**src/rtl/csi2tx_sensor_fifo_if.sv**
```systemverilog
// Bus bundle between the CSI-2 TX packet interface, the sensor FIFO and the
// lane distributor: write stream, read stream, flush/clear controls and status.
interface csi2tx_sensor_fifo_if #(
    parameter int unsigned ADDR_W = 4
);
    logic                tinit_start_byteclkhs;
    logic                forcetxstopmode;
    logic                err_clr;
    logic [63:0]         byte_aligned_data;
    logic                byte_aligned_data_valid;
    logic                fifo_rd_en;
    logic [63:0]         fifo_rd_data;
    logic                fifo_rd_data_valid;
    logic                fifo_empty;
    logic                fifo_full;
    logic                fifo_almost_full;
    logic [ADDR_W:0]     fifo_level;
    logic                fifo_overflow;
    logic                fifo_underflow;

    // Producer/consumer side (packet interface + lane distributor)
    modport master (
        output tinit_start_byteclkhs,
        output forcetxstopmode,
        output err_clr,
        output byte_aligned_data,
        output byte_aligned_data_valid,
        output fifo_rd_en,
        input  fifo_rd_data,
        input  fifo_rd_data_valid,
        input  fifo_empty,
        input  fifo_full,
        input  fifo_almost_full,
        input  fifo_level,
        input  fifo_overflow,
        input  fifo_underflow
    );

    // FIFO side
    modport slave (
        input  tinit_start_byteclkhs,
        input  forcetxstopmode,
        input  err_clr,
        input  byte_aligned_data,
        input  byte_aligned_data_valid,
        input  fifo_rd_en,
        output fifo_rd_data,
        output fifo_rd_data_valid,
        output fifo_empty,
        output fifo_full,
        output fifo_almost_full,
        output fifo_level,
        output fifo_overflow,
        output fifo_underflow
    );
endinterface

```
**src/rtl/csi2tx_sensor_fifo.sv**
```systemverilog
// Single-clock 64-bit word FIFO between the CSI-2 TX packet interface and the
// lane distributor. Registered read data (1-cycle latency, no fall-through),
// almost-full flow control, sticky overflow/underflow flags.
module csi2tx_sensor_fifo #(
    parameter int unsigned DEPTH     = 16,
    parameter int unsigned ADDR_W    = 4,
    parameter int unsigned AF_MARGIN = 4
) (
    input  logic                     txbyteclkhs,
    input  logic                     txbyteclkhs_rst_n,
    csi2tx_sensor_fifo_if.slave      fifo_if
);

    localparam int unsigned     CNT_W    = ADDR_W + 1;
    localparam logic [CNT_W-1:0] FULL_CNT = CNT_W'(DEPTH);
    localparam logic [CNT_W-1:0] AF_CNT   = CNT_W'(DEPTH - AF_MARGIN);

    logic [63:0]       mem [DEPTH];
    logic [ADDR_W-1:0] wr_ptr;
    logic [ADDR_W-1:0] rd_ptr;
    logic [CNT_W-1:0]  count;
    logic [63:0]       rd_data_q;
    logic              rd_valid_q;
    logic              overflow_q;
    logic              underflow_q;

    logic              flush_c;
    logic              empty_c;
    logic              full_c;
    logic              rd_acc_c;
    logic              wr_acc_c;
    logic              ovf_evt_c;
    logic              unf_evt_c;

    // Accept/drop decode; a flush cycle swallows reads, writes and their errors
    always_comb begin
        flush_c   = !fifo_if.tinit_start_byteclkhs || fifo_if.forcetxstopmode;
        empty_c   = (count == '0);
        full_c    = (count == FULL_CNT);
        rd_acc_c  = fifo_if.fifo_rd_en && !empty_c && !flush_c;
        wr_acc_c  = fifo_if.byte_aligned_data_valid && (!full_c || rd_acc_c) && !flush_c;
        ovf_evt_c = fifo_if.byte_aligned_data_valid && full_c && !rd_acc_c && !flush_c;
        unf_evt_c = fifo_if.fifo_rd_en && empty_c && !flush_c;
    end

    // Storage array, deliberately not reset
    always_ff @(posedge txbyteclkhs) begin
        if (wr_acc_c) begin
            mem[wr_ptr] <= fifo_if.byte_aligned_data;
        end
    end

    // Pointers, occupancy and registered read port
    always_ff @(posedge txbyteclkhs or negedge txbyteclkhs_rst_n) begin
        if (!txbyteclkhs_rst_n) begin
            wr_ptr     <= '0;
            rd_ptr     <= '0;
            count      <= '0;
            rd_data_q  <= 64'h0;
            rd_valid_q <= 1'b0;
        end else if (flush_c) begin
            wr_ptr     <= '0;
            rd_ptr     <= '0;
            count      <= '0;
            rd_valid_q <= 1'b0;
        end else begin
            rd_valid_q <= rd_acc_c;
            if (wr_acc_c) begin
                wr_ptr <= wr_ptr + ADDR_W'(1);
            end
            if (rd_acc_c) begin
                rd_data_q <= mem[rd_ptr];
                rd_ptr    <= rd_ptr + ADDR_W'(1);
            end
            case ({wr_acc_c, rd_acc_c})
                2'b10:   count <= count + CNT_W'(1);
                2'b01:   count <= count - CNT_W'(1);
                default: count <= count;
            endcase
        end
    end

    // Sticky error flags; a new event wins over a coincident clear
    always_ff @(posedge txbyteclkhs or negedge txbyteclkhs_rst_n) begin
        if (!txbyteclkhs_rst_n) begin
            overflow_q  <= 1'b0;
            underflow_q <= 1'b0;
        end else begin
            if (ovf_evt_c) begin
                overflow_q <= 1'b1;
            end else if (fifo_if.err_clr) begin
                overflow_q <= 1'b0;
            end
            if (unf_evt_c) begin
                underflow_q <= 1'b1;
            end else if (fifo_if.err_clr) begin
                underflow_q <= 1'b0;
            end
        end
    end

    // Status is a pure decode of the registered count
    assign fifo_if.fifo_rd_data       = rd_data_q;
    assign fifo_if.fifo_rd_data_valid = rd_valid_q;
    assign fifo_if.fifo_empty         = empty_c;
    assign fifo_if.fifo_full          = full_c;
    assign fifo_if.fifo_almost_full   = (count >= AF_CNT);
    assign fifo_if.fifo_level         = count;
    assign fifo_if.fifo_overflow      = overflow_q;
    assign fifo_if.fifo_underflow     = underflow_q;

endmodule

```
**src/flat_wrapper.sv**
```systemverilog
// flat-port wrapper written by rule: the top's interface ports become plain ports
module csi2tx_sensor_fifo_flat 
#(
    parameter int unsigned DEPTH     = 16,
    parameter int unsigned ADDR_W    = 4,
    parameter int unsigned AF_MARGIN = 4
)
  (txbyteclkhs, txbyteclkhs_rst_n, fifo_if_tinit_start_byteclkhs, fifo_if_forcetxstopmode, fifo_if_err_clr, fifo_if_byte_aligned_data, fifo_if_byte_aligned_data_valid, fifo_if_fifo_rd_en, fifo_if_fifo_rd_data, fifo_if_fifo_rd_data_valid, fifo_if_fifo_empty, fifo_if_fifo_full, fifo_if_fifo_almost_full, fifo_if_fifo_level, fifo_if_fifo_overflow, fifo_if_fifo_underflow);
  csi2tx_sensor_fifo_if #(.ADDR_W(ADDR_W)) fifo_if_i ();
  input  logic txbyteclkhs;
  input  logic txbyteclkhs_rst_n;
  input wire logic [$bits(fifo_if_i.tinit_start_byteclkhs)-1:0] fifo_if_tinit_start_byteclkhs;
  input wire logic [$bits(fifo_if_i.forcetxstopmode)-1:0] fifo_if_forcetxstopmode;
  input wire logic [$bits(fifo_if_i.err_clr)-1:0] fifo_if_err_clr;
  input wire logic [$bits(fifo_if_i.byte_aligned_data)-1:0] fifo_if_byte_aligned_data;
  input wire logic [$bits(fifo_if_i.byte_aligned_data_valid)-1:0] fifo_if_byte_aligned_data_valid;
  input wire logic [$bits(fifo_if_i.fifo_rd_en)-1:0] fifo_if_fifo_rd_en;
  output wire logic [$bits(fifo_if_i.fifo_rd_data)-1:0] fifo_if_fifo_rd_data;
  output wire logic [$bits(fifo_if_i.fifo_rd_data_valid)-1:0] fifo_if_fifo_rd_data_valid;
  output wire logic [$bits(fifo_if_i.fifo_empty)-1:0] fifo_if_fifo_empty;
  output wire logic [$bits(fifo_if_i.fifo_full)-1:0] fifo_if_fifo_full;
  output wire logic [$bits(fifo_if_i.fifo_almost_full)-1:0] fifo_if_fifo_almost_full;
  output wire logic [$bits(fifo_if_i.fifo_level)-1:0] fifo_if_fifo_level;
  output wire logic [$bits(fifo_if_i.fifo_overflow)-1:0] fifo_if_fifo_overflow;
  output wire logic [$bits(fifo_if_i.fifo_underflow)-1:0] fifo_if_fifo_underflow;
  assign fifo_if_i.tinit_start_byteclkhs = fifo_if_tinit_start_byteclkhs;
  assign fifo_if_i.forcetxstopmode = fifo_if_forcetxstopmode;
  assign fifo_if_i.err_clr = fifo_if_err_clr;
  assign fifo_if_i.byte_aligned_data = fifo_if_byte_aligned_data;
  assign fifo_if_i.byte_aligned_data_valid = fifo_if_byte_aligned_data_valid;
  assign fifo_if_i.fifo_rd_en = fifo_if_fifo_rd_en;
  assign fifo_if_fifo_rd_data = fifo_if_i.fifo_rd_data;
  assign fifo_if_fifo_rd_data_valid = fifo_if_i.fifo_rd_data_valid;
  assign fifo_if_fifo_empty = fifo_if_i.fifo_empty;
  assign fifo_if_fifo_full = fifo_if_i.fifo_full;
  assign fifo_if_fifo_almost_full = fifo_if_i.fifo_almost_full;
  assign fifo_if_fifo_level = fifo_if_i.fifo_level;
  assign fifo_if_fifo_overflow = fifo_if_i.fifo_overflow;
  assign fifo_if_fifo_underflow = fifo_if_i.fifo_underflow;
  csi2tx_sensor_fifo #(.DEPTH(DEPTH), .ADDR_W(ADDR_W), .AF_MARGIN(AF_MARGIN)) u_core (.txbyteclkhs(txbyteclkhs), .txbyteclkhs_rst_n(txbyteclkhs_rst_n), .fifo_if(fifo_if_i));
endmodule
```
**config.mk**
```make
export PLATFORM = sky130hd
export DESIGN_NAME = csi2tx_sensor_fifo_flat
export DESIGN_NICKNAME = d
export VERILOG_FILES = /design/src/rtl/csi2tx_sensor_fifo_if.sv /design/src/rtl/csi2tx_sensor_fifo.sv /design/src/flat_wrapper.sv
export SDC_FILE = /design/constraint.sdc
export NUM_CORES = 1
export LEC_CHECK = 0
export ABC_CLOCK_PERIOD_IN_PS = 8700
export CORE_ASPECT_RATIO = 0.75
export CORE_UTILIZATION = 55
export DETAILED_ROUTE_END_ITERATION = 12
export HOLD_SLACK_MARGIN = 0.05
export PLACE_DENSITY = 0.73
export SLEW_MARGIN = 40
export SYNTH_ARGS = -nofsm -noshare
export SYNTH_HDL_FRONTEND = slang
export SYNTH_SLANG_ARGS = --single-unit
```
**constraint.sdc**
```tcl
create_clock -name txbyteclkhs -period 8.7 [get_ports txbyteclkhs]
set_input_delay 1.74 -clock txbyteclkhs [delete_from_list [all_inputs] [get_ports txbyteclkhs]]
set_output_delay 1.74 -clock txbyteclkhs [all_outputs]
set_load 0.02 [all_outputs]
```
==> impl_metrics.toml, run 1 <==
[die]
core.rowCount = 87
die_y_um = 241
die_x_um = 321
pin_count = 146
initial_utilization_pct = 55.6
die_area_um2 = 77300
core_area_um2 = 75300

[yosys]
synth.area.top_cells = "edfxtp_1 (73%), mux4_2 (17%), dfrtp_1 (4.8%)"
synth-warning-count = 0
synth.avg_cell_area_um2 = 24.8
synth_seq_area_share_pct = 78.1
synth_cell_types = 41
yosys.area.top_type_share_pct = 73.4
async_reset_ff_share_pct = 7.25
ys.flop_type = "edfxtp_1"
yosys.cell_count.top_type = "edfxtp_1"
synth.net_count = 1766
synth_top_cell_by_area = "edfxtp_1"
synth-seq-cells = 1104
netlist_area_um2 = 41900
netlist_instances = 1688
synth_edf_count = 1024
ys_top_cells_by_count = "edfxtp_1 (1024), mux4_2 (320), dfrtp_1 (80), mux2_2 (64), clkbuf_1 (43)"

[clock_tree]
cts.htree.levels = 3
cts_hold_buf = 0
cts_buffer_depth = 3
clkSinkCount = 1104
clk_latency_ps = 660
cts-root-buf = "clkbuf_16"
postCtsSetupRepairBufs = 0
ctsResizeCount = 0
cts_buffers = 99
cts_tree = "done"
clk_transition_reported_paths_ps = 60

[global_route]
globalRouteMet3Util_pct = 3.98
grt_overflow = 0
grt_max_degree = 81
grt_pass1_wl_um = 125000
antenna_found_initial = 2
met1_usage_pct = 32.1
gr-usage-met2_pct = 35.9
grt_pass1_vias = 19300
grt.total_usage_pct = 22.4
grt-busiest-layer = "met2"

[job]
drv_cap = 0

[power_and_ir_drop]
clkPwrFrac_pct = 39.1
irDropWorstVdd_v = 0.000159
leakage_nw = 14.9
sw_frac_of_total_pct = 20.9
powerDensity_nw_per_um2 = 231
switching_power_mw = 2.32
totalPowerFinal_mw = 11.1
p_int_mw = 8.78
pwr-share-seq_pct = 54.0
power_frac_comb_pct = 6.8

[critical_path]
end_kind = "flip-flop"
cp.arrival_ps = 4840
critPathBufInv = 4
crit_required_ps = 9050
crit_fanout = 28
startpoint_type = "input port"
slowest_delay_ps = 700
cp_slowest_cell = "clkdlybuf4s50_1"
criticalPathCategory = "input port to flip-flop"
cp_cell_sequence = "clkdlybuf4s50_1 > inv_1 > nand3_1 > and3_1 > nand2_1 > nor2_4 > buf_4 > buf_12"
critPathTopFamily = "buffers and inverters"

[finish]
post-route-util_pct = 63.8
drive_above_1_share_pct = 30.7
nNetsFinal = 1969
fin_cells = 2998
fin_area_um2 = 48100
syn_to_final_growth_pct = 14.7

[place]
place.gp.congestion = 0.776
io_buffers = 145
placed_cells = 2811
dp.final_hpwl_um = 44900
post-place-ws_ps = 3580
dpl_cell_area_um2 = 44700

[timing]
drv_slew = 0
fmaxAchievable_mhz = 222
fin_crit_ps = 4500
tightest_slew_ps = 845
holdWs_ps = 506
setup_viol = 0
setup_slack_ps = 4200
finClkSkew_ps = 25.0
rsz0062_at_grt = "no"
hold_viol_final = 0
setup_tns_ps = 0
relSlewSlack_pct = 43.7
finalCritPeriodShare_pct = 51.7

[drt]
viasPerCell = 6.13
drc = 0
postRouteWirelength_um = 84200
drtPass1Iterations = 5
wl_per_cell_um = 28.1
routed-via-count = 18400
drtIter0Drc = 1845
ant_nets = 0

[hold_path]
hp-class = "flip-flop to flip-flop"

[outcome]
status = "complete, no violations"
==> final cells by class <==
| cell class | count | area (um2) |
|---|---|---|
| multi-input cells | 487 | 8700 |
| diodes | 1 | 2.50 |
| flip-flops and latches | 1104 | 32800 |
| repair buffers | 188 | 2030 |
| inverters | 11 | 41.3 |
| clock inverters | 52 | 520 |
| fillers | 4801 | 27200 |
| clock buffers | 132 | 2740 |
| well taps | 1023 | 1280 |
==> power by group through the flow <==
stage	Combinational (mW)	Clock, mW	Sequential [mW]
2_1_floorplan	0.228	0	6.24
3_5_place_dp	0.763	0	6.11
4_1_cts	0.768	4.42	6.00
5_1_grt	0.811	4.63	6.01
3_3_place_gp	0.743	0	6.11
6_report	0.757	4.34	6.00
==> cell families after synthesis <==
family / count (synthesis) / share of synthesized area [%]
XOR/XNOR: 8 / 0.167
adder cells (fa/ha/maj): 7 / 0.209
buffers and inverters: 97 / 1.39
multiplexers: 388 / 19.0
flip-flops: 1104 / 78.1
AO/OA/AOI/OAI: 20 / 0.337
AND/OR/NAND/NOR: 64 / 0.737
==> flip-flops by register name, indices dropped and copies added (netlist names) <==
name / flops
u_core.fifo_if.fifo_level: 5
u_core.fifo_if.fifo_overflow: 1
u_core.fifo_if.fifo_rd_data: 64
u_core.fifo_if.fifo_rd_data_valid: 1
u_core.fifo_if.fifo_underflow: 1
u_core.mem: 1024
u_core.rd_ptr: 4
u_core.wr_ptr: 4
==> layout by cell type (no fill, tap or decap), types with 3 or more instances in the layout <==
cell type        instances
edfxtp_1              1024
mux4_2                 320
clkdlybuf4s50_1        144
clkbuf_16              101
dfrtp_1                 76
mux2_2                  64
clkbuf_1                21
clkinv_2                18
buf_4                   16
nand2_1                 15
nor2_1                  13
nor2_4                  12
clkbuf_8                11
buf_6                   10
inv_1                    9
clkinv_1                 9
clkinvlp_4               8
bufinv_16                8
ha_1                     7
buf_12                   7
buf_8                    6
a21oi_1                  5
xor2_1                   5
nand3_1                  5
inv_6                    5
mux2i_1                  4
nand2b_1                 4
nor3_2                   4
buf_16                   4
dfrtp_4                  4
xnor2_1                  3
or3_1                    3
==> metal layers <==
metal / wire, um / part of all wire [%]
met1: 35200 / 42
met2: 41900 / 50
met3: 5270 / 6.3
met4: 1790 / 2.1
met5: 13 / 0.015
==> worst paths after layout <==
path	startpoint	end	slack [ps]	depth (start not counted)
setup reg to reg	u_core.fifo_if.fifo_level[1]$_DFFE_PN0P_	u_core.mem[6][19]$_DFFE_PP_	5460	7
max in group asynchronous	txbyteclkhs_rst_n	u_core.rd_ptr[2]$_DFFE_PN0P_	6490	2
setup / recovery	fifo_if_fifo_rd_en	u_core.mem[6][19]$_DFFE_PP_	4200	8
hold / removal	u_core.fifo_if.fifo_rd_data[50]$_DFFE_PN0P_	u_core.fifo_if.fifo_rd_data[50]$_DFFE_PN0P_	510	1
min in group asynchronous	txbyteclkhs_rst_n	u_core.fifo_if.fifo_rd_data[45]$_DFFE_PN0P_	1100	1
hold reg to reg	u_core.fifo_if.fifo_rd_data[50]$_DFFE_PN0P_	u_core.fifo_if.fifo_rd_data[50]$_DFFE_PN0P_	510	1
==> worst reg2reg max path: cells and delay by family, from the launching register on <==
kind,cells,cell delay (ps)
flip-flops,1,540
AND/OR/NAND/NOR,5,1480
buffers and inverters,2,890
(Power assumes the default switching activity.)
==> inputs of run 2 (changes only) <==
--- a/config.mk
+++ b/config.mk
@@ -5,7 +5,7 @@
 export SDC_FILE = /design/constraint.sdc
 export NUM_CORES = 1
 export LEC_CHECK = 0
-export ABC_CLOCK_PERIOD_IN_PS = 8700
+export ABC_CLOCK_PERIOD_IN_PS = 4710
 export CORE_ASPECT_RATIO = 0.75
 export CORE_UTILIZATION = 55
 export DETAILED_ROUTE_END_ITERATION = 12
==> constraint.sdc (replaced) <==
create_clock -name txbyteclkhs -period 4.71 [get_ports txbyteclkhs]
set_input_delay 0.942 -clock txbyteclkhs [delete_from_list [all_inputs] [get_ports txbyteclkhs]]
set_output_delay 0.942 -clock txbyteclkhs [all_outputs]
set_load 0.02 [all_outputs]
==> run 2 against run 1 <==
  * Cell area is 0.35% higher
  * Hold slack worse by 220 ps
  * Wire length is 1.6% lower
  * Utilization is 0.22 points higher
  * First-iteration DRC count is 7.4% lower
  * Clock power is 88% higher
  * Clock-buffer cell count is 12 lower
  * Cell count is 0.20% higher
  * Critical path type is now flip-flop to primary output
==> impl_metrics.toml, run 2 (synthesis gave the netlist of run 1 again) <==
[outcome]
status = "complete, no violations"

[timing]
relSlewSlack_pct = 47.3
hold_viol_final = 0
tightest_slew_ps = 791
finalCritPeriodShare_pct = 79.6
setup_viol = 0
fin_crit_ps = 3750
drv_slew = 0
finClkSkew_ps = 29.9
holdWs_ps = 282
fmaxAchievable_mhz = 267
rsz0062_at_grt = "no"

[finish]
fin_area_um2 = 48200
post-route-util_pct = 64.1
layout_commonest_cell = "edfxtp_1"
drive_above_1_share_pct = 30.5
nNetsFinal = 1975
syn_to_final_growth_pct = 15.1
final_cell_mix = "edfxtp_1 (1024), mux4_2 (320), clkdlybuf4s50_1 (144)"
largest_reg_flops = 1024
regMostFlops = "u_core.mem"

[clock_tree]
ctsResizeCount = 0
clkSinkCount = 1104
cts_buffers = 99
cts_tree = "done"
cts_hold_buf = 0
cts_buffer_depth = 3
clk_transition_reported_paths_ps = 70
postCtsSetupRepairBufs = 0
cts.htree.levels = 3
cts-root-buf = "clkbuf_16"
clk_latency_ps = 680

[power_and_ir_drop]
totalPowerFinal_mw = 20.6
leakage_nw = 14.9
powerDensity_nw_per_um2 = 427
irDropWorstVdd_v = 0.000344

[critical_path]
crit_fanout = 9
reg2reg_from = "u_core.fifo_if.fifo_level[1]$_DFFE_PN0P_"
criticalPathCategory = "flip-flop to primary output"
crit_required_ps = 3770
r2r_cells = 9
reg2reg_to = "u_core.fifo_if.fifo_level[4]$_DFFE_PN0P_"
startpoint_type = "flip-flop"
rrSetupSlack_ps = 1500
cp.arrival_ps = 2810
end_kind = "primary output"

[die]
die_y_um = 241
die_area_um2 = 77300
core_area_um2 = 75300
core.rowCount = 87
pin_count = 146
initial_utilization_pct = 55.6
die_x_um = 321

[place]
dpl_cell_area_um2 = 44900
dp.final_hpwl_um = 43200
place.gp.congestion = 0.743
io_buffers = 145

[global_route]
grt_pass1_wl_um = 124000
grt.total_usage_pct = 22.2
grt_pass1_vias = 19400
antenna_found_initial = 4
grt_max_degree = 65
grt_overflow = 0

[drt]
ant_nets = 0
drtPass1Iterations = 7
wl_per_cell_um = 27.6
viasPerCell = 6.14
drtIter0Drc = 1709
postRouteWirelength_um = 82900
routed-via-count = 18400
drc = 0

[hold_path]
hp-class = "input port to async pin"

[job]
drv_cap = 0
-- run 2: cell types whose count changed in the layout (fill, tap and decap cells not counted), moves of 3 or more --
cell and change:
buf_12 +19, buf_16 -4, buf_4 +8, buf_6 -10, buf_8 -6, bufinv_16 +5, clkbuf_1 -4, clkbuf_8 -9
clkinv_1 +12, clkinvlp_4 -3, inv_6 -4, nor3_2 -4, nor3_4 +4
-- run 2: power breakdown --
part           leakage [nW]  internal (mW)  switching (mW)
logic                  3.09          0.709           0.678
registers              10.2           10.9           0.120
clock network          1.60           4.68            3.47
-- run 2: worst max path at each step --
stage	slack, ps	from	cells past startpoint	to
detailed placement	720	fifo_if_fifo_rd_en	10	u_core.fifo_if.fifo_level[4]$_DFFE_PN0P_
global route	850	u_core.fifo_if.fifo_level[1]$_DFFE_PN0P_	4	fifo_if_fifo_empty
finish	960	u_core.fifo_if.fifo_level[1]$_DFFE_PN0P_	4	fifo_if_fifo_empty
global placement	890	fifo_if_fifo_rd_en	10	u_core.fifo_if.fifo_level[4]$_DFFE_PN0P_
CTS	960	u_core.fifo_if.fifo_level[1]$_DFFE_PN0P_	4	fifo_if_fifo_empty
floorplan	-240	fifo_if_fifo_rd_en	6	u_core.mem[8][0]$_DFFE_PP_
-- run 2: worst max-delay path, stage by stage, from the launching register on --
cell and delay, ps:
dfrtp_1 500, nor4_4 580, nand2_1 350, inv_2 100, clkdlybuf4s50_1 600
-- run 2: routing by layer --
layer  vias to the layer above  GRT usage (%)  share of wire, %
li1                       7657              -                 -
met1                      9958           31.5                42
met2                       680           36.5                50
met3                       129           3.96               6.0
met4                         6           5.47               2.0
met5                         -              0             0.051
-- run 2: stage by stage --
stage	setup TNS [ps]	worst slack, ps	instances
2_1_floorplan	-176430	-240	1688
3_3_place_gp	0	889	2813
3_5_place_dp	0	722	2817
4_1_cts	0	959	3000
5_1_grt	0	849	3003
6_report	0	962	3004
-- run 2: area by class of cell --
type | instances | area (um2)
flip-flops and latches | 1104 | 32800
clock inverters | 63 | 672
well taps | 1023 | 1280
inverters | 11 | 41.3
repair buffers | 194 | 2140
multi-input cells | 487 | 8720
diodes | 2 | 5.00
fillers | 4833 | 27100
clock buffers | 120 | 2620
==> inputs of run 3 (changes only) <==
--- a/config.mk
+++ b/config.mk
@@ -5,7 +5,7 @@
 export SDC_FILE = /design/constraint.sdc
 export NUM_CORES = 1
 export LEC_CHECK = 0
-export ABC_CLOCK_PERIOD_IN_PS = 4710
+export ABC_CLOCK_PERIOD_IN_PS = 3550
 export CORE_ASPECT_RATIO = 0.75
 export CORE_UTILIZATION = 55
 export DETAILED_ROUTE_END_ITERATION = 12
==> constraint.sdc (replaced) <==
create_clock -name txbyteclkhs -period 3.55 [get_ports txbyteclkhs]
set_input_delay 0.71 -clock txbyteclkhs [delete_from_list [all_inputs] [get_ports txbyteclkhs]]
set_output_delay 0.71 -clock txbyteclkhs [all_outputs]
set_load 0.02 [all_outputs]
==> run 3 against run 2 <==
  * Global-route usage is 1.4 points higher
  * Hold slack better by 220 ps
  * Non-clock buffer count is 7 higher
  * Largest cell class unchanged
==> impl_metrics.toml, run 3 (synthesis gave the netlist of run 1 again) <==
[critical_path]
cp_cell_sequence = "nor4_4 > buf_4 > nand2_1 > inv_2 > clkdlybuf4s50_1"
crit_start = "u_core.fifo_if.fifo_level[2]$_DFFE_PN0P_"
end_kind = "primary output"
cp_slowest_cell = "clkdlybuf4s50_1"
rrSetupSlack_ps = 510
crit_fanout = 9
r2r_cells = 11
criticalPathCategory = "flip-flop to primary output"
startpoint_type = "flip-flop"
reg2reg_to = "u_core.fifo_if.fifo_level[4]$_DFFE_PN0P_"
crit_required_ps = 2840
reg2reg_from = "u_core.fifo_if.fifo_level[2]$_DFFE_PN0P_"
critPathBufInv = 3
slowest_delay_ps = 630
cp_num_cells = 5
cp.arrival_ps = 2670
critPathTopFamily = "buffers and inverters"

[finish]
nNetsFinal = 1983
regMostFlops = "u_core.mem"
seqCellArea_um2 = 32800
syn_to_final_growth_pct = 15.7
fillers = 4795
layout_commonest_cell = "edfxtp_1"
drive_above_1_share_pct = 30.8
largest_reg_flops = 1024
fin_area_um2 = 48500
multi_input_area_um2 = 8720
final_cell_mix = "edfxtp_1 (1024), mux4_2 (320), clkdlybuf4s50_1 (144)"

[global_route]
grt_overflow = 0
met1_usage_pct = 34.2
grt-busiest-layer = "met2"
grt.total_usage_pct = 23.6
grt_pass1_wl_um = 130000
grt_pass1_vias = 19600
globalRouteMet3Util_pct = 4.58
gr-usage-met2_pct = 37.5
grt_max_degree = 82
antenna_found_initial = 4

[hold_path]
min_delay_path_depth = 1
min_to = "u_core.fifo_if.fifo_rd_data[63]$_DFFE_PN0P_"
hp-start = "u_core.fifo_if.fifo_rd_data[63]$_DFFE_PN0P_"
hp-class = "flip-flop to flip-flop"

[drt]
routed-via-count = 18700
wl_per_cell_um = 29.1
ant_nets = 0
drtPass1Iterations = 5
viasPerCell = 6.21
drtIter0Drc = 2034
postRouteWirelength_um = 87800
drc = 0

[die]
core.rowCount = 87
die_area_um2 = 77300
core_area_um2 = 75300
die_x_um = 321
die_y_um = 241
initial_utilization_pct = 55.6
pin_count = 146

[clock_tree]
cts_buffer_depth = 3
clk_latency_ps = 680
cts-root-buf = "clkbuf_16"
clk_transition_reported_paths_ps = 70
cts_buffers = 100
cts_tree = "done"
clkSinkCount = 1104
cts.htree.levels = 3

[timing]
drv_slew = 0
tightest_slew_ps = 673
fin_crit_ps = 3380
setup_slack_ps = 174
finClkSkew_ps = 15.1
finalCritPeriodShare_pct = 95.1
relSlewSlack_pct = 55.0
setup_viol = 0
fmaxAchievable_mhz = 296
hold_viol_final = 0
rsz0062_at_grt = "no"

[place]
dp.final_hpwl_um = 46600
place.gp.congestion = 0.777
post-place-ws_ps = 152
dpl_cell_area_um2 = 45100
io_buffers = 145

[power_and_ir_drop]
pwr-share-seq_pct = 53.4
powerDensity_nw_per_um2 = 567
totalPowerFinal_mw = 27.5
power_frac_comb_pct = 6.8
switching_power_mw = 5.80
sw_frac_of_total_pct = 21.1
clkPwrFrac_pct = 39.8
p_int_mw = 21.7
leakage_nw = 15.0
irDropWorstVdd_v = 0.000419

[job]
drv_cap = 0

[outcome]
status = "complete, no violations"
[run 3: cell types whose count changed in the layout (fill, tap and decap cells not counted), sizes merged]
cell         previous run  this run
buf                    50        56
clkbuf                120       124
clkinv                 43        44
clkinvlp                5         2
diode                   2         1
dlygate4sd3             0         1
inv                    13        17
[run 3: timing repair]
item | in CTS | in global routing
setup buffers | 0 | 0
hold buffers | 1 | 0
resized for setup | 0 | 0
endpoints found under the hold margin | 19 | 0
[run 3: worst max path at each step]
stage,end
final,fifo_if_fifo_empty
after floorplan,u_core.mem[4][0]$_DFFE_PP_
after CTS,fifo_if_fifo_empty
after global placement,u_core.fifo_if.fifo_level[4]$_DFFE_PN0P_
after global routing,fifo_if_fifo_empty
after detailed placement,u_core.fifo_if.fifo_level[4]$_DFFE_PN0P_
[run 3: power groups by stage]
stage	sequential, mW	combinational (mW)	clock (mW)
finish	14.7	1.88	11.0
global route	14.7	2.00	11.6
CTS	14.7	1.90	11.2
detailed placement	15.0	1.89	0
global placement	15.0	1.87	0
floorplan	15.3	0.561	0
[run 3: per-stage QoR]
stage,hold WS (ps),util [%],instances,TNS (ps)
floorplan,414,-,1688,-18130
global placement,489,59.9,2825,0
detailed placement,492,59.9,2825,0
CTS,506,64.4,3015,0
global route,523,64.4,3016,0
finish,502,64.4,3016,0
[run 3: final cells by class]
type                       count  share of cell area [%]
sequential                  1104                    67.6
multi-input combinational    487                    18.0
clock buffer                 124                    5.41
timing repair buffer         201                    4.84
tap                         1023                    2.64
clock inverter                65                    1.48
inverter                      11                  0.0851
antenna                        1                 0.00516
[run 3: worst reg2reg max path: stages, from the launching register on]
cell,delay (ps)
dfrtp_1,500
nor4_4,340
buf_4,210
a21o_1,190
xnor2_1,140
ha_1,260
o31ai_1,90
a222oi_1,510
buf_4,210
mux2i_1,70
a221oi_1,290
nor2_1,70
[run 3: per-layer routing]
metal	share of wire [%]	wire length, um	vias to the layer above
met3	7.2	6330	138
met2	49	43100	844
met4	2.1	1840	4
li1	-	-	7661
met1	42	36500	10100
met5	0.031	27	-
==> variant (config.mk and constraints of run 1) <==
`ADDR_W` is set to 4 in 3 places; all go to 3.
--- a/src/rtl/csi2tx_sensor_fifo_if.sv
+++ b/src/rtl/csi2tx_sensor_fifo_if.sv
@@ -2,5 +2,5 @@
 // lane distributor: write stream, read stream, flush/clear controls and status.
 interface csi2tx_sensor_fifo_if #(
-    parameter int unsigned ADDR_W = 4
+    parameter int unsigned ADDR_W = 3
 );
     logic                tinit_start_byteclkhs;
--- a/src/rtl/csi2tx_sensor_fifo.sv
+++ b/src/rtl/csi2tx_sensor_fifo.sv
@@ -4,5 +4,5 @@
 module csi2tx_sensor_fifo #(
     parameter int unsigned DEPTH     = 16,
-    parameter int unsigned ADDR_W    = 4,
+    parameter int unsigned ADDR_W    = 3,
     parameter int unsigned AF_MARGIN = 4
 ) (
--- a/src/flat_wrapper.sv
+++ b/src/flat_wrapper.sv
@@ -3,5 +3,5 @@
 #(
     parameter int unsigned DEPTH     = 16,
-    parameter int unsigned ADDR_W    = 4,
+    parameter int unsigned ADDR_W    = 3,
     parameter int unsigned AF_MARGIN = 4
 )
Interface: changed (resized fifo_if_fifo_level); port bits go from 146 to 145. The function was not compared with the original's and may differ.
==> variant against run 1 <==
  * The flow now finishes with violations (DRC)
  * Sequential cell count is 515 lower
  * First-iteration DRC count decreased by 57%
  * Largest cell class unchanged
  * Largest power group unchanged
  * Design area decreased by 46%
  * Power shrank 51%
  * Clock skew is 0.012 ns lower
  * Routed wire length is 52% lower
  * Synthesized area is 47% lower
  * Setup slack better by 0.21 ns
==> variant: results (changes against run 1) <==
set qor(route.met2.wl_mm) 20.1 ;# -52%
set qor(grt_util_met3_pct) 3.56 ;# -0.42 points
set qor(run_status) {complete, but fails checks}
set qor(failing_checks) {DRC}
set qor(hold_start) {u_core.fifo_if.fifo_underflow$_DFFE_PN0P_}
set qor(vias_per_cell) 5.73 ;# -6.5%
set qor(critical_path_peak_fanout) 9 ;# -68%
set qor(design_power_total_mw) 5.47 ;# -51%
set qor(antenna_found_initial) 3 ;# +1
set qor(n_fill_cell) 2586 ;# -46%
set qor(achievable-frequency_mhz) 233 ;# +4.9%
set qor(critPathCapture) {fifo_if_fifo_full}
set qor(buffers_excl_clock) 163 ;# -13%
set qor(max_reg_flops) 512 ;# -50%
set qor(post_route_cells_drive_above_1_share_pct) 19.1 ;# -12 points
set qor(clk-insertion-delay-late_ns) 0.57 ;# -0.09 ns
set qor(gpl.final_weighted_congestion) 0.756 ;# -2.6%
set qor(drc_errors) 4 ;# +4
set qor(yosysSeqAreaShare_pct) 78.1 ;# about the same
set qor(seq_power_share_pct) 56.4 ;# +2.4 points
set qor(met1_capacity_usage_during_global_routing_pct) 29.5 ;# -2.7 points
set qor(seqAreaFraction_pct) 66.8 ;# -1.4 points
set qor(reg2reg_to) {u_core.mem[3][28]$_DFFE_PP_}
set qor(clock_buffer_count) 78 ;# -41%
set qor(worstHoldEndpoint) {u_core.fifo_if.fifo_underflow$_DFFE_PN0P_}
set qor(max_clock_skew_ns) 0.0128 ;# -0.0122 ns
set qor(drt_first_iter_violations) 800 ;# -57%
set qor(multiInputGateArea_sq_mm) 0.00457 ;# -47%
set qor(drt-wirelength-per-cell_um) 22.8 ;# -19%
set qor(powerClk_mw) 2.26 ;# -48%
set qor(number_of_flops_mapped_to_enable_cells_by_yosys) 512 ;# -50%
set qor(cts_inserted_buffers) 53 ;# -46%
set qor(met1_wirelength_mm) 17.3 ;# -51%
set qor(worst_ep_arrival_time_ns) 2.55 ;# -2.29 ns
set qor(timing.critical_path.from) {u_core.fifo_if.fifo_level[1]$_DFFE_PN0P_}
set qor(gr-usage-met2_pct) 33.3 ;# -2.6 points
set qor(numClockSinks) 589 ;# -47%
set qor(synth_top_cells_by_area) {edfxtp_1 69%, mux4_2 13%, dfrtp_1 8.7%}
set qor(synth.net_count) 1106 ;# -37%
set qor(buffer_ports.inserted) 144 ;# -0.69%
set qor(layout_clock_area_share_pct) 6.55 ;# -0.24 points
set qor(holdWs_ns) 0.524 ;# +0.0176 ns
set qor(track_usage_pct) 20.5 ;# -1.9 points
set qor(ir_drop_uv) 165 ;# +3.7%
set qor(dp_slack_ns) 4.20 ;# +0.625 ns
set qor(dp_hpwl_mm) 21.8 ;# -51%
set qor(synth-async-reset-ratio_pct) 13.1 ;# +5.8 points
set qor(worst-r2r-cell-count) 6 ;# -1
set qor(internal_power_mw) 4.44 ;# -49%
set qor(met3_length_mm) 2.07 ;# -61%
variant: cell types whose count changed after synthesis, sizes merged, moves of 11 or more:
| cell | change |
|---|---|
| a21oi | +61 |
| clkbuf | -37 |
| edfxtp | -512 |
| mux2 | -64 |
| mux2i | +61 |
| mux4 | -192 |
| nand2 | -11 |
| nor2 | +53 |
variant: stage by stage:
stage	utilization, %	instances	cell area [sq um]
finish	65.5	1760	25900
CTS	65.5	1757	25900
floorplan	-	1031	22100
detailed placement	61.2	1658	24200
global placement	60.9	1654	24100
global route	65.5	1759	25900
variant: logic make-up after synthesis:
logic type               count (synthesis)  synth area share (%)
AO/OA/AOI/OAI                           75                  1.88
multiplexers                           193                  16.0
AND/OR/NAND/NOR                        103                  1.97
XOR/XNOR                                 8                 0.316
buffers and inverters                   59                  1.51
adder cells (fa/ha/maj)                  4                 0.226
flip-flops                             589                  78.1
variant: critical path, stage by stage (launching register included):
cell	delay, ns
dfrtp_1	0.50
or4_1	0.74
clkinv_4	0.13
clkdlybuf4s50_1	0.60
